## src/rtl/wb_arbiter.sv

```systemverilog
// Writeback arbiter: merges single-cycle ALU results with queued load results into one
// register-file write per cycle, diverting PC-alias writes and tracking pending load targets.
module wb_arbiter #(
  parameter int WIDTH        = 16,
  parameter int ADDRESSWIDTH = 4,
  parameter int DEPTH        = 4
) (
  input  logic                        clk,
  input  logic                        reset,
  input  logic                        alu_valid,
  input  logic [ADDRESSWIDTH-1:0]     alu_wa,
  input  logic [WIDTH-1:0]            alu_wd,
  input  logic                        ld_valid,
  output logic                        ld_ready,
  input  logic [ADDRESSWIDTH-1:0]     ld_wa,
  input  logic [WIDTH-1:0]            ld_wd,
  output logic                        we3,
  output logic [ADDRESSWIDTH-1:0]     wa3,
  output logic [WIDTH-1:0]            wd3,
  output logic                        pc_we,
  output logic [WIDTH-1:0]            pc_wd,
  output logic [2**ADDRESSWIDTH-1:0]  pending_mask,
  output logic [$clog2(DEPTH+1)-1:0]  ld_count
);

  localparam int NREG = 2**ADDRESSWIDTH;
  localparam int CW   = $clog2(DEPTH+1);
  localparam int PW   = $clog2(DEPTH);
  localparam logic [CW-1:0]           FULL_COUNT = CW'(DEPTH);
  localparam logic [ADDRESSWIDTH-1:0] PC_ADDR    = {ADDRESSWIDTH{1'b1}};

  // FIFO storage kept in flops: the kill check compares every entry in parallel.
  logic [DEPTH-1:0]        live_reg, live_next;
  logic [ADDRESSWIDTH-1:0] wa_reg   [DEPTH];
  logic [ADDRESSWIDTH-1:0] wa_next  [DEPTH];
  logic [WIDTH-1:0]        wd_reg   [DEPTH];
  logic [WIDTH-1:0]        wd_next  [DEPTH];

  logic [PW-1:0]           rd_ptr_reg, wr_ptr_reg;
  logic [CW-1:0]           count_reg, count_next;

  logic                    we3_reg, pc_we_reg;
  logic [ADDRESSWIDTH-1:0] wa3_reg;
  logic [WIDTH-1:0]        wd3_reg, pc_wd_reg;
  logic [NREG-1:0]         mask_reg, mask_next;

  logic                    push, pop;
  logic                    issue_valid;
  logic [ADDRESSWIDTH-1:0] issue_wa;
  logic [WIDTH-1:0]        issue_wd;

  assign ld_ready = !reset && (count_reg < FULL_COUNT);
  assign push     = ld_valid && ld_ready;
  assign pop      = !alu_valid && (count_reg != '0);

  always_comb begin
    issue_valid = 1'b0;
    issue_wa    = alu_wa;
    issue_wd    = alu_wd;
    if (alu_valid) begin
      issue_valid = 1'b1;
    end else if (pop && live_reg[rd_ptr_reg]) begin
      issue_valid = 1'b1;
      issue_wa    = wa_reg[rd_ptr_reg];
      issue_wd    = wd_reg[rd_ptr_reg];
    end
  end

  always_comb begin
    live_next = live_reg;
    for (int i = 0; i < DEPTH; i++) begin
      wa_next[i] = wa_reg[i];
      wd_next[i] = wd_reg[i];
      // Popped slots are cleared so vacant entries never contribute to the mask.
      if (pop && rd_ptr_reg == PW'(i))
        live_next[i] = 1'b0;
      if (alu_valid && wa_reg[i] == alu_wa)
        live_next[i] = 1'b0;
      if (push && wr_ptr_reg == PW'(i)) begin
        live_next[i] = !(alu_valid && ld_wa == alu_wa);
        wa_next[i]   = ld_wa;
        wd_next[i]   = ld_wd;
      end
    end
  end

  always_comb begin
    count_next = count_reg;
    if (push && !pop)
      count_next = count_reg + CW'(1);
    else if (!push && pop)
      count_next = count_reg - CW'(1);
  end

  genvar gi, gj;
  generate
    for (gi = 0; gi < NREG; gi++) begin : g_mask
      logic [DEPTH-1:0] hit;
      for (gj = 0; gj < DEPTH; gj++) begin : g_hit
        assign hit[gj] = live_next[gj] && (wa_next[gj] == ADDRESSWIDTH'(gi));
      end
      assign mask_next[gi] = |hit;
    end
  endgenerate

  always_ff @(posedge clk) begin
    if (reset) begin
      live_reg   <= '0;
      rd_ptr_reg <= '0;
      wr_ptr_reg <= '0;
      count_reg  <= '0;
      we3_reg    <= 1'b0;
      wa3_reg    <= '0;
      wd3_reg    <= '0;
      pc_we_reg  <= 1'b0;
      pc_wd_reg  <= '0;
      mask_reg   <= '0;
    end else begin
      live_reg  <= live_next;
      for (int i = 0; i < DEPTH; i++) begin
        wa_reg[i] <= wa_next[i];
        wd_reg[i] <= wd_next[i];
      end
      if (push) wr_ptr_reg <= wr_ptr_reg + PW'(1);
      if (pop)  rd_ptr_reg <= rd_ptr_reg + PW'(1);
      count_reg <= count_next;
      mask_reg  <= mask_next;

      we3_reg   <= issue_valid && (issue_wa != PC_ADDR);
      pc_we_reg <= issue_valid && (issue_wa == PC_ADDR);
      if (issue_valid && issue_wa == PC_ADDR) begin
        pc_wd_reg <= issue_wd;
      end else if (issue_valid) begin
        wa3_reg <= issue_wa;
        wd3_reg <= issue_wd;
      end
    end
  end

  assign we3          = we3_reg;
  assign wa3          = wa3_reg;
  assign wd3          = wd3_reg;
  assign pc_we        = pc_we_reg;
  assign pc_wd        = pc_wd_reg;
  assign pending_mask = mask_reg;
  assign ld_count     = count_reg;

endmodule

```

## config.mk

```make
export PLATFORM = sky130hd
export DESIGN_NAME = wb_arbiter
export DESIGN_NICKNAME = d
export VERILOG_FILES = /design/src/rtl/wb_arbiter.sv
export SDC_FILE = /design/constraint.sdc
export NUM_CORES = 1
export LEC_CHECK = 0
export CAP_MARGIN = 40
export CELL_PAD_IN_SITES_DETAIL_PLACEMENT = 0
export CELL_PAD_IN_SITES_GLOBAL_PLACEMENT = 1
export CORE_MARGIN = 3
export CORE_UTILIZATION = 35
export DETAILED_ROUTE_END_ITERATION = 7
export GPL_ROUTABILITY_DRIVEN = 1
export PLACE_DENSITY_LB_ADDON = 0.1
export SKIP_LAST_GASP = 1
export SLEW_MARGIN = 20
export SYNTH_ARGS = -nofsm -noshare
export SYNTH_HDL_FRONTEND = slang
export SYNTH_SLANG_ARGS = --single-unit
```

## constraint.sdc

```tcl
create_clock -name clk -period 3.74 [get_ports clk]
set_clock_uncertainty 0.05 [all_clocks]
set_input_delay 0.748 -clock clk [delete_from_list [all_inputs] [get_ports clk]]
set_output_delay 0.748 -clock clk [all_outputs]
set_load 0.02 [all_outputs]
```

==> flow_summary.ini, run 1 <==
[status]
status = completed

[power]
power.share.sequential = 0.409
power.density_nw_per_um2 = 521
static-leakage-power_uw = 0.00323
share_comb_of_total_power = 0.238
p_switching_uw = 1540
power.share.switching = 0.318
worst_ir_drop_vdd_mv = 0.320
internal_power_uw = 3310
clock_power_share = 0.353

[logic_synthesis]
synth.ff_latch_count = 147
post_synth_instance_area_um2 = 7240
synthesis.nets = 730
syn_inst = 676
ys_async_sr_fraction = 0
ys.flop_type = sky130_fd_sc_hd__edfxtp_1
number_of_enable_type_register_cells_in_the_synthesized_netlist = 80
synthesis.area_per_instance_um2 = 10.7
synth.lib_cells_used.distinct = 45
sequential_element_share_of_the_synthesized_area = 0.517
synth_warnings = 0

[finish]
final_stage_net_count = 857
ff_latch_area_um2 = 3740
final_layout_size_suffix_gt1_frac = 0.131
multi_input_comb_area_um2 = 3210
filler_cell_count = 1906
area.growth.synth_to_final_pct = 28.6
largest_reg_flops = 64

[floorplanning]
ios = 102
start_util = 0.363
placeableCoreArea_um2 = 19900
row_count = 51
fp.dieArea_um2 = 22400
die_x_um = 150
vertical_extent_of_the_die_um = 150

[timing]
finalSetupTns_ps = 0
fin_worst_hold_slack_ps = 405
timing_hold_violations_final = 0
max_slew_margin = 0.511
final_min_period_over_clock_period = 0.728
worst_pin_slew_ps = 733
setup_viol = 0
grt_setup_unrepaired = false
maxClockFrequency_mhz = 368
slew_viol_final = 0
minimum_period_implied_by_the_final_worst_setup_slack_ps = 2720

[worst_setup_path]
worst-path-max-fanout = 10
worst_setup_path_end_kind = register
crit_path_start_kind = register
worstPathArrival_ps = 3020
critPathRequiredTime_ps = 4040
setup.worst_path.class = reg2reg

[grt]
globalRoute.totalOverflow = 0
grt_first_pass_wirelength_um = 34700
grt_antenna_before_repair = 0
first_global_vias = 5911
global_route.usage.total = 0.206
maximum_number_of_pins_on_one_net_before_global_route_repair = 38

[clock_tree]
postCtsSetupRepairBufs = 0
tritoncts = built
postCtsResizedCells = 0
cts_buffer_count = 17
htree_levels = 4
clk_path_buf_depth = 2
cts.hold.buffers_added = 0
clkLatencyLatePin_ps = 420
cts_num_sinks = 147
clk_pin_slew_worst_paths_ps = 60
root_buffer_cell = sky130_fd_sc_hd__clkbuf_16

[place]
globalplace.congestion = 0.884
buffer_ports.inserted = 101
dp.final_hpwl_um = 16800

[detailed_routing]
avgRoutedWirePerCell_um = 21.1
drt-initial-drc-count = 471
firstDrtPassIters = 5
detailed_route_drc_error_count = 0
residual_antenna_violating_net_count_after_detailed_routing = 0
avgViaCountPerCell = 5.48
detailroute.via_count = 5929
postRouteWirelength_um = 22800

[min_path]
min-delay-path-class = reg2reg

[flow_run]
cap_viol_max_count = 0
cells in the mapped netlist (2+ instances only):
library cell,count,area share
sky130_fd_sc_hd__a21oi_1,56,0.039
sky130_fd_sc_hd__and2_1,2,0.0017
sky130_fd_sc_hd__mux2_1,3,0.0047
sky130_fd_sc_hd__a211oi_1,19,0.020
sky130_fd_sc_hd__o2111ai_1,3,0.0036
sky130_fd_sc_hd__nand3b_1,8,0.0083
sky130_fd_sc_hd__nand2_1,105,0.054
sky130_fd_sc_hd__or3_1,2,0.0017
sky130_fd_sc_hd__o22ai_1,3,0.0026
sky130_fd_sc_hd__nor3_2,2,0.0028
sky130_fd_sc_hd__nand2b_1,3,0.0026
sky130_fd_sc_hd__inv_1,16,0.0083
sky130_fd_sc_hd__buf_2,20,0.014
sky130_fd_sc_hd__nand4bb_1,4,0.0062
sky130_fd_sc_hd__a21oi_4,2,0.0045
sky130_fd_sc_hd__xor2_1,22,0.027
sky130_fd_sc_hd__ha_1,9,0.016
sky130_fd_sc_hd__buf_6,5,0.0078
sky130_fd_sc_hd__mux4_1,6,0.022
sky130_fd_sc_hd__clkbuf_1,15,0.0078
sky130_fd_sc_hd__nor2b_1,10,0.0086
sky130_fd_sc_hd__mux2i_1,11,0.015
sky130_fd_sc_hd__o311ai_2,3,0.0067
sky130_fd_sc_hd__nor2_1,27,0.014
sky130_fd_sc_hd__a22oi_1,32,0.033
sky130_fd_sc_hd__xnor2_1,2,0.0024
sky130_fd_sc_hd__o21ai_0,75,0.052
sky130_fd_sc_hd__o31ai_1,5,0.0052
sky130_fd_sc_hd__edfxtp_1,80,0.33
sky130_fd_sc_hd__nand3_1,5,0.0035
sky130_fd_sc_hd__a41oi_1,16,0.019
sky130_fd_sc_hd__nand4_1,2,0.0017
sky130_fd_sc_hd__dfxtp_1,67,0.19
sky130_fd_sc_hd__nor3_1,10,0.0069
sky130_fd_sc_hd__mux4_2,15,0.047
sky130_fd_sc_hd__buf_1,2,0.0010
layout by cell type (no fill, tap or decap), drive strengths merged, types with 3 or more instances in the layout:
master         count
o21ai             75
o31ai              5
mux2i             11
mux4              21
nor2              29
a21oi             58
mux2               3
nor3              12
dfxtp             67
a41oi             16
clkdlybuf4s50    100
edfxtp            80
xor2              22
o22ai              3
o2111ai            3
buf               51
o311ai             3
nand3              5
and2               3
ha                 9
a22oi             32
inv               26
nand2            105
nand3b             8
nand4bb            4
a211oi            19
nor2b             10
nand2b             3
clkbuf            17
worst max-delay path, stage by stage (launching register included):
cell and delay [ps]:
sky130_fd_sc_hd__dfxtp_1 390, sky130_fd_sc_hd__nor3_2 640, sky130_fd_sc_hd__nor2_1 230, sky130_fd_sc_hd__inv_1 110, sky130_fd_sc_hd__ha_1 180, sky130_fd_sc_hd__inv_1 60, sky130_fd_sc_hd__fa_1 370, sky130_fd_sc_hd__xor2_1 170
sky130_fd_sc_hd__or3_1 300, sky130_fd_sc_hd__a21oi_1 140
path summary, 6_finish.rpt:
path	from	endpoint	slack, ps	depth (start not counted)
worst max register to register	ld_count[2]	ld_count[2]	1020	9
worst max-delay path	ld_count[2]	ld_count[2]	1020	9
worst min register to register	pc_wd[9]	pc_wd[9]	400	2
worst min-delay path	pc_wd[9]	pc_wd[9]	400	2
per-layer routing:
layer	global-route usage	share of wire	vias to the layer above
li1	-	-	2789
met1	0.292	0.46	2880
met2	0.316	0.45	233
met3	0.0466	0.071	27
met4	0.0640	0.014	0
met5	0	0	-
power groups by stage:
stage / logic [uW] / registers (uW) / clock network (uW)
finish: 1150 / 1980 / 1710
global route: 1260 / 2010 / 1830
CTS: 1160 / 1990 / 1760
detailed placement: 1150 / 2020 / 0
global placement: 1140 / 2020 / 0
floorplan: 714 / 2010 / 0
area by class of cell:
| class | count | share of cell area |
|---|---|---|
| sequential | 147 | 0.402 |
| tap | 265 | 0.0356 |
| clock buffer | 17 | 0.0457 |
| timing repair buffer | 151 | 0.148 |
| multi-input combinational | 470 | 0.344 |
| inverter | 16 | 0.00645 |
| antenna | 1 | 0.000269 |
| clock inverter | 15 | 0.0172 |
kinds of logic (layout without fill, tap and decap cells):
| family | after synthesis | after routing | share of synthesized area |
|---|---|---|---|
| xor gates and xnor gates | 24 | 24 | 0.0290 |
| AOI/OAI and AO/OA | 216 | 216 | 0.188 |
| and+or+nand+nor | 185 | 185 | 0.119 |
| muxes | 35 | 35 | 0.0883 |
| DFF | 147 | 147 | 0.517 |
| adders and majority gates | 10 | 10 | 0.0183 |
| other | 0 | 1 | 0 |
| buffers and inverters | 59 | 199 | 0.0398 |
metrics by stage:
step | setup slack, ps | utilization | instance area (um2) | cells | power [uW]
after CTS | 1000 | 0.468 | 9310 | 1081 | 4900
after floorplan | 925 | - | 7240 | 676 | 2720
after detailed placement | 611 | 0.438 | 8720 | 1049 | 3170
after global placement | 576 | 0.438 | 8720 | 1049 | 3160
final | 1020 | 0.468 | 9310 | 1082 | 4850
after global routing | 842 | 0.468 | 9310 | 1081 | 5090
Power figures use the tool's default switching activity.
==> inputs of run 2 (changes only) <==
==> constraint.sdc (replaced) <==
create_clock -name clk -period 2.62 [get_ports clk]
set_clock_uncertainty 0.05 [all_clocks]
set_input_delay 0.524 -clock clk [delete_from_list [all_inputs] [get_ports clk]]
set_output_delay 0.524 -clock clk [all_outputs]
set_load 0.02 [all_outputs]
==> run 2 against run 1 <==
Net effect:
- largest power group unchanged
- utilization up 2.0 points
- non-clock buffer count rose by 49
- count of clock-buffer cells in the layout did not move
- total power rose by 44%
- global-route usage is 0.17 points lower
- sequential cell count unchanged
- clock power grew 37%
- via count grew 2.5%
- combinational power is 57% higher
- first-iteration DRC count grew 3.0%
- sequential power grew 42%
- sequential share of layout area down 1.6 points
==> flow_summary.ini, run 2 (synthesized netlist as in run 1, its figures left out) <==
[min_path]
hold-path-endpoint = wr_ptr_reg[0]
min-delay-path-class = in2reg
whs_path_depth = 2
hold_path_startpoint = reset

[detailed_routing]
detailed_route_drc_error_count = 0
detailroute.via_count = 6079
avgViaCountPerCell = 5.38
drt-initial-drc-count = 485
postRouteWirelength_um = 22500
avgRoutedWirePerCell_um = 19.9
residual_antenna_violating_net_count_after_detailed_routing = 0
firstDrtPassIters = 5

[finish]
final_layout_size_suffix_gt1_frac = 0.182
largest_reg_flops = 64
final_stage_net_count = 906
area.growth.synth_to_final_pct = 34.1
layoutNonFillerInstCount = 1130
layout_common_cells = sky130_fd_sc_hd__nand2_1 (105), sky130_fd_sc_hd__clkdlybuf4s50_1 (100), sky130_fd_sc_hd__buf_4 (94), sky130_fd_sc_hd__edfxtp_1 (80), sky130_fd_sc_hd__o21ai_0 (75)
fin_util = 0.487
leading_cell_type_in_the_layout_fill_and_taps_excluded = sky130_fd_sc_hd__nand2_1
antenna_cells_inserted = 0

[timing]
slew_viol_final = 0
final_min_period_over_clock_period = 0.961
minimum_period_implied_by_the_final_worst_setup_slack_ps = 2520
maxClockFrequency_mhz = 397
worst_pin_slew_ps = 644
max_slew_margin = 0.569
grt_setup_unrepaired = false
timing_hold_violations_final = 0
setup_viol = 0

[flow_run]
cap_viol_max_count = 0

[worst_setup_path]
critPathRequiredTime_ps = 2900
worstPathArrival_ps = 2800
reg2reg_from = wr_ptr_reg[0]
setup.worst_path.class = in2reg
reg2reg_depth = 8
regToRegEndpoint = pending_mask[4]
worst-path-max-fanout = 6
crit_path_start_kind = input pin
worst_setup_path_end_kind = register
setup.reg_to_reg.worst_slack_ps = 150

[power]
worst_ir_drop_vdd_mv = 0.462
power.share.sequential = 0.403
p_switching_uw = 2240
static-leakage-power_uw = 0.00348
internal_power_uw = 4730
power.share.switching = 0.321
power.density_nw_per_um2 = 717
share_comb_of_total_power = 0.260
clock_power_share = 0.337

[grt]
first_global_vias = 6113
grt_antenna_before_repair = 0
grt_first_pass_wirelength_um = 34800
global_route.usage.total = 0.205
maximum_number_of_pins_on_one_net_before_global_route_repair = 49
globalRoute.totalOverflow = 0

[clock_tree]
tritoncts = built
clkLatencyLatePin_ps = 430
clk_path_buf_depth = 2
postCtsSetupRepairBufs = 0
cts_num_sinks = 147
clk_pin_slew_worst_paths_ps = 70
htree_levels = 4
root_buffer_cell = sky130_fd_sc_hd__clkbuf_16
cts_buffer_count = 17
cts.hold.buffers_added = 0
postCtsResizedCells = 0

[floorplanning]
vertical_extent_of_the_die_um = 150
fp.dieArea_um2 = 22400
start_util = 0.363
ios = 102
die_x_um = 150
placeableCoreArea_um2 = 19900
row_count = 51

[place]
dp.final_hpwl_um = 16400
globalplace.congestion = 0.865
buffer_ports.inserted = 101
dpl.cell_count = 1097

[status]
status = completed
run 2: worst max-delay path by stage:
stage               startpoint         endpoint  slack (ps)  cells after the start
finish                ld_valid  pending_mask[4]         100                      8
global route          ld_valid  pending_mask[4]           7                      8
CTS                   register         pc_wd[4]         150                      5
detailed placement    ld_valid  pending_mask[4]        -270                      8
global placement      ld_valid  pending_mask[4]        -330                      8
floorplan                reset      ld_count[2]          30                     10
run 2: cell type report:
| type | count | area (um2) |
|---|---|---|
| Multi-Input combinational cell | 470 | 3210 |
| Inverter | 16 | 60.1 |
| Sequential cell | 147 | 3740 |
| Clock inverter | 15 | 136 |
| Clock buffer | 17 | 425 |
| Tap cell | 265 | 332 |
| Fill cell | 1892 | 10200 |
| Timing Repair Buffer | 200 | 1800 |
run 2: metal layers:
| metal | GRT usage | part of all wire | up-vias |
|---|---|---|---|
| met1 | 0.288 | 0.46 | 2959 |
| met4 | 0.0462 | 0.010 | 0 |
| li1 | - | - | 2887 |
| met2 | 0.325 | 0.46 | 212 |
| met3 | 0.0454 | 0.069 | 21 |
| met5 | 0 | 0 | - |
run 2: metrics by stage:
step	total power, uW	hold slack, ps	cell area (um2)	worst slack (ps)	setup TNS (ps)
2_1_floorplan	3890	458	7240	29.4	0
3_3_place_gp	4640	392	9130	-335	-2740
3_5_place_dp	4660	395	9130	-270	-2510
4_1_cts	7030	277	9690	153	0
5_1_grt	7310	302	9710	6.85	0
6_report	6960	303	9710	102	0
run 2: critical path: stages:
cell                              delay (ps)
sky130_fd_sc_hd__clkdlybuf4s50_1         480
sky130_fd_sc_hd__nand4bb_1               350
sky130_fd_sc_hd__buf_4                   290
sky130_fd_sc_hd__o311ai_2                210
sky130_fd_sc_hd__a211oi_1                440
sky130_fd_sc_hd__buf_4                   210
sky130_fd_sc_hd__o21ai_0                  90
sky130_fd_sc_hd__a41oi_1                 200
run 2: power groups by stage:
stage          clock network [uW]  registers, uW  logic [uW]
4_1_cts                      2410           2810        1810
5_1_grt                      2510           2840        1960
6_report                     2350           2810        1810
3_3_place_gp                    0           2850        1790
3_5_place_dp                    0           2860        1800
2_1_floorplan                   0           2870        1020
